`src/rtl/ir_fetch_queue.sv`:
```
// ir_fetch_queue
//   Instruction-byte prefetch queue between the I-cache and the decoder.
//   32 bytes of storage are organised as two 16-byte slots filled a whole
//   line at a time. The decoder sees a 16-byte window starting at a
//   byte-granular read pointer and retires 1..15 bytes per accepted consume.
//   A flush redirects the stream: the queue empties and the first line
//   that arrives afterwards is treated as the target line. Reading of that
//   line starts at the byte offset given with the flush.
//
// Ports
//   clk, reset      clock, synchronous active-high reset
//   fill_valid      I-cache line available
//   fill_data       16-byte line, [127:120] is the lowest-address byte
//   fill_ready      queue can accept a line this cycle (count <= 16)
//   flush           redirect: discard all bytes
//   flush_eip       new instruction pointer
//   flush_cs        new code segment
//   flush_offset    byte offset of the target within the next fill line
//   consume         decoder accepted the current instruction
//   consume_len     length of that instruction, 1..15
//   IR              16-byte window at the read pointer, [127:120] first byte
//   ir_valid        IR holds 16 valid bytes (count >= 16)
//   EIP             address of the instruction at IR[127:120]
//   CS              current code segment
//   count           number of valid bytes, 0..32
module ir_fetch_queue (
  input  logic         clk,
  input  logic         reset,
  input  logic         fill_valid,
  input  logic [127:0] fill_data,
  output logic         fill_ready,
  input  logic         flush,
  input  logic [31:0]  flush_eip,
  input  logic [15:0]  flush_cs,
  input  logic [3:0]   flush_offset,
  input  logic         consume,
  input  logic [3:0]   consume_len,
  output logic [127:0] IR,
  output logic         ir_valid,
  output logic [31:0]  EIP,
  output logic [15:0]  CS,
  output logic [5:0]   count
);

  logic [7:0] mem [32];
  logic [4:0] rd_ptr;
  logic       wr_slot;
  logic [3:0] skip;

  logic       fill_acc;
  logic       cons_acc;
  logic [5:0] fill_add;
  logic [5:0] cons_sub;
  logic [5:0] count_nxt;

  // Both flags come from registered count only, so there is no path from
  // any input to these outputs.
  assign fill_ready = (count <= 6'd16);
  assign ir_valid   = (count >= 6'd16);

  assign fill_acc = fill_valid & fill_ready & ~flush;
  assign cons_acc = consume & ir_valid & ~flush & (consume_len != 4'd0);

  // A line contributes only the bytes at and after the pending skip offset.
  // count + fill_add never exceeds 32 because fills need count <= 16.
  assign fill_add  = fill_acc ? (6'd16 - {2'b00, skip}) : 6'd0;
  assign cons_sub  = cons_acc ? {2'b00, consume_len} : 6'd0;
  assign count_nxt = count + fill_add - cons_sub;

  // State update: reset beats flush, and flush beats fill and consume.
  always_ff @(posedge clk) begin
    if (reset) begin
      count   <= '0;
      rd_ptr  <= '0;
      wr_slot <= 1'b0;
      skip    <= '0;
      EIP     <= '0;
      CS      <= '0;
      for (int i = 0; i < 32; i++) begin
        mem[i] <= '0;
      end
    end else if (flush) begin
      count   <= '0;
      rd_ptr  <= '0;
      wr_slot <= 1'b0;
      skip    <= flush_offset;
      EIP     <= flush_eip;
      CS      <= flush_cs;
    end else begin
      count <= count_nxt;
      if (fill_acc) begin
        for (int i = 0; i < 16; i++) begin
          mem[{wr_slot, 4'(i)}] <= fill_data[8*(15-i) +: 8];
        end
        wr_slot <= ~wr_slot;
        if (skip != 4'd0) begin
          skip <= '0;
        end
      end
      // A nonzero skip only exists while the queue is empty, so a consume
      // can never coincide with the pointer load for the target line.
      if (fill_acc && (skip != 4'd0)) begin
        rd_ptr <= {wr_slot, skip};
      end else if (cons_acc) begin
        rd_ptr <= rd_ptr + {1'b0, consume_len};
      end
      if (cons_acc) begin
        EIP <= EIP + {28'd0, consume_len};
      end
    end
  end

  // Read window: 16 bytes starting at rd_ptr, wrapping modulo 32.
  always_comb begin
    logic [4:0] idx;
    IR  = '0;
    idx = '0;
    for (int i = 0; i < 16; i++) begin
      idx = rd_ptr + 5'(i);
      IR[8*(15-i) +: 8] = mem[idx];
    end
  end

endmodule
```
`config.mk`:
```
export PLATFORM = sky130hd
export DESIGN_NAME = ir_fetch_queue
export DESIGN_NICKNAME = d
export VERILOG_FILES = /design/src/rtl/ir_fetch_queue.sv
export SDC_FILE = /design/constraint.sdc
export NUM_CORES = 1
export LEC_CHECK = 0
export CELL_PAD_IN_SITES_DETAIL_PLACEMENT = 1
export CELL_PAD_IN_SITES_GLOBAL_PLACEMENT = 1
export CORE_MARGIN = 1
export CORE_UTILIZATION = 45
export DETAILED_ROUTE_END_ITERATION = 16
export PLACE_DENSITY_LB_ADDON = 0.08
export SLEW_MARGIN = 20
export SYNTH_ARGS = -nofsm -noshare
export SYNTH_HDL_FRONTEND = slang
export SYNTH_SLANG_ARGS = --single-unit
```
`constraint.sdc`:
```
create_clock -name clk -period 6.66 [get_ports clk]
set_input_delay 1.998 -clock clk [delete_from_list [all_inputs] [get_ports clk]]
set_output_delay 1.998 -clock clk [all_outputs]
set_load 0.03 [all_outputs]
```
==> results.cfg <==
[run_status]
run_status = finished, final reports clean

[timing]
final-setup-viol-count = 0
worst_slew_pin_slew_ps = 1126
timing.final.max_slew_violations = 0
timing.final.hold_violations = 0
maxClockFrequency_mhz = 160.0
setup-tns-final_ps = 0
final.min_clock_period_ps = 6251
final_min_period_over_clock_period_pct = 93.86
worst_clock_skew_ps = 59.96
rsz0062_at_grt = false
timing.slew.headroom_pct = 24.85

[synth]
yosysUniqueCellTypes = 69
synth.cell_area_um2 = 27910
synth-async-reset-ratio_pct = 0
yosys_register_bits = 325
synth_enable_flop_cells = 256
syn_nets = 2608
yosys_warnings = 0
ys_dominant_reg_cell = sky130_fd_sc_hd__edfxtp_1
yosysSeqAreaShare_pct = 32.49
postSynthAreaPerCell_um2 = 11.70
syn-instance-count = 2385

[finish]
layout-drive-gt1-share_pct = 22.53
multi_input_gate_area_um2 = 17790
utilization_pct = 55.36
design.final.nets = 2864
layout.filler_cells = 6166
layout_commonest_cell = sky130_fd_sc_hd__clkdlybuf4s50_1
most-common-layout-cells = sky130_fd_sc_hd__clkdlybuf4s50_1 (362), sky130_fd_sc_hd__mux4_2 (346), sky130_fd_sc_hd__nand2_1 (297), sky130_fd_sc_hd__edfxtp_1 (256), sky130_fd_sc_hd__mux2i_1 (162)
layout_area_overhead_pct = 20.61
sequential_cell_area_in_the_final_layout_um2 = 9082

[worst_setup_path]
kind_of_critical_path = reg -> out
setup.worst_path.start_class = register
crit_top_cell = sky130_fd_sc_hd__buf_4
setup.worst_path.end_class = output port
cp_num_buf_inv = 4
cpPeakStageDelay_ps = 710
critPathTopFamily = buffers and inverters
timing.critical_path.cells = inv_1 > buf_4 > ha_1 > a21boi_0 > xnor2_1 > buf_4 > mux4_1 > clkdlybuf4s50_1
timing.critical_path.arrival_ps = 4250
path_max_fanout = 12
critPathSlowestCell = sky130_fd_sc_hd__dfxtp_1
required_time_of_the_critical_path_ps = 4660

[detailed_routing]
detail_route.drc_violations = 0
route.vias.total = 24170
avgRoutedWirePerCell_um = 35.53
initial_drc_count = 3137
post_drt_via_cell_ratio = 6.994
routed_wirelength_um = 122800
ant_nets = 0
detail_route.first_pass.iterations = 5

[placement]
port-buffer-count = 372
post-dp-hpwl_um = 95720
gp_congestion = 1.025

[power_and_ir_drop]
max_ir_drop_vdd_mv = 0.2397
cellLeakagePower_uw = 0.01234
pwr_density_cell_nw_per_um2 = 265.4

[clock_tree]
tritoncts_num_sinks = 325
cts_hold_buffers = 0
cts_tree = built
worstSkewPairLatency_ps = 610
postCtsSetupBuffers = 0
cts_root_buf = sky130_fd_sc_hd__clkbuf_16
tritoncts.num_buffers = 40
h-tree-depth = 2
cts.reportedPaths.clkPinSlew_ps = 70
post_cts.resized_instances = 0
max-clock-path-buffers = 3

[global_route]
overflow = 0
grt_first_pass_wirelength_um = 174700
grtUsageTotal_pct = 38.83
grt_start_max_net_pins = 258
antenna_violations_before_repair = 6
first_global_vias = 24000

[floorplan]
io_pins = 373
placementRows = 90
die_area_um2 = 63020
floorplan.die.height_um = 251.0
fp.coreArea_um2 = 60810
initial_core_util_pct = 45.90
die_width_um = 251.0

[flow_run]
cap_viol_max_count = 0

[hold_path]
holdCritPathClass = reg -> reg
-- power by group --
part           switching (uW)  internal, uW  total [uW]  leakage (uW)
sequential                250          2390        2640       0.00325
combinational            2420          1620        4040       0.00845
clock                     966          1290        2260      0.000645
total                    3630          5300        8930        0.0123
-- cell type report --
type / instances / area share, %
diodes: 1 / 0.007434
clock buffers: 49 / 3.104
clock inverters: 24 / 0.8512
inverters: 29 / 0.3234
multi-input cells: 1817 / 52.86
flip-flops and latches: 325 / 26.98
well taps: 782 / 2.907
repair buffers: 428 / 12.97
-- sequential cells by signal, indices dropped and copies added, names as in the netlist, named ones only --
register,count
mem,256
EIP,32
CS,16
count,6
rd_ptr,5
skip,4
wr_slot,1
-- cells in the mapped netlist, types with 6 or more instances --
library cell	number	share of area, %
sky130_fd_sc_hd__a21oi_1	72	1.3
sky130_fd_sc_hd__nand2b_1	15	0.34
sky130_fd_sc_hd__nand4_1	17	0.38
sky130_fd_sc_hd__or3_1	7	0.16
sky130_fd_sc_hd__edfxtp_1	256	28
sky130_fd_sc_hd__nor2_1	88	1.2
sky130_fd_sc_hd__ha_1	28	1.3
sky130_fd_sc_hd__o21ai_0	83	1.5
sky130_fd_sc_hd__dfxtp_1	69	4.9
sky130_fd_sc_hd__nand3b_1	12	0.32
sky130_fd_sc_hd__buf_6	11	0.44
sky130_fd_sc_hd__nor4_1	7	0.16
sky130_fd_sc_hd__and3_1	142	3.2
sky130_fd_sc_hd__a221oi_1	25	0.78
sky130_fd_sc_hd__nor2b_1	13	0.29
sky130_fd_sc_hd__nor3_1	9	0.16
sky130_fd_sc_hd__a22oi_1	17	0.46
sky130_fd_sc_hd__inv_1	27	0.36
sky130_fd_sc_hd__fa_1	6	0.43
sky130_fd_sc_hd__mux4_2	346	28
sky130_fd_sc_hd__xor2_1	11	0.35
sky130_fd_sc_hd__a31oi_1	13	0.29
sky130_fd_sc_hd__clkbuf_1	99	1.3
sky130_fd_sc_hd__mux4_1	6	0.56
sky130_fd_sc_hd__buf_2	59	1.1
sky130_fd_sc_hd__mux2_2	98	4.0
sky130_fd_sc_hd__mux2i_1	162	5.8
sky130_fd_sc_hd__buf_1	21	0.28
sky130_fd_sc_hd__buf_4	24	0.65
sky130_fd_sc_hd__o21a_1	9	0.24
sky130_fd_sc_hd__o22ai_1	51	1.1
sky130_fd_sc_hd__nand2_1	297	4.0
sky130_fd_sc_hd__o21ai_1	7	0.13
sky130_fd_sc_hd__and2_1	131	2.9
sky130_fd_sc_hd__o211ai_1	28	0.75
sky130_fd_sc_hd__xnor2_1	32	1.0
sky130_fd_sc_hd__nand3_1	24	0.43
-- stage by stage --
stage / instances / power, uW / worst slack [ps] / area (um^2) / hold slack [ps]
6_report: 3455 / 8935 / 408.8 / 33660 / 498.0
5_1_grt: 3455 / 9165 / 319.2 / 33660 / 515.1
4_1_cts: 3454 / 8880 / 505.7 / 33650 / 505.1
3_5_place_dp: 3381 / 6616 / 1148 / 32320 / 487.3
3_3_place_gp: 3381 / 6530 / 1203 / 32320 / 474.0
2_1_floorplan: 2385 / 4870 / 847.1 / 27910 / 483.6
-- worst min-delay path, delay by kind of cell (launching register included) --
kind	cells	cell delay, ps
multiplexers	1	70
AND/OR/NAND/NOR	1	70
flip-flops	1	330
-- logic make-up (layout without fill, tap and decap cells) --
kind of cell | after synthesis | after routing | synth area share, %
fa+ha+maj | 34 | 34 | 1.686
simple gates | 779 | 779 | 14.09
mux | 612 | 612 | 38.25
xor+xnor | 45 | 45 | 1.466
other cells | 0 | 1 | 0
flops | 325 | 325 | 32.49
buf+inv | 243 | 530 | 4.152
compound gates | 347 | 347 | 7.859
-- routing by layer --
layer,vias up,global-route usage [%],routed length [um]
met5,-,0,21
met4,4,18.71,6856
met3,237,9.681,13560
met2,1535,60.89,56770
met1,12460,50.46,45560
li1,9928,-,-
-- worst paths after layout --
path              endpoint  slack (ps)       from  cells past startpoint
hold / removal      CS[14]         500     CS[14]                      2
setup reg to reg  count[5]        3190   count[1]                     11
hold reg to reg     CS[14]         500     CS[14]                      2
setup / recovery     IR[4]         410  rd_ptr[3]                      8
Note: power is estimated with default switching activity, not from simulation.
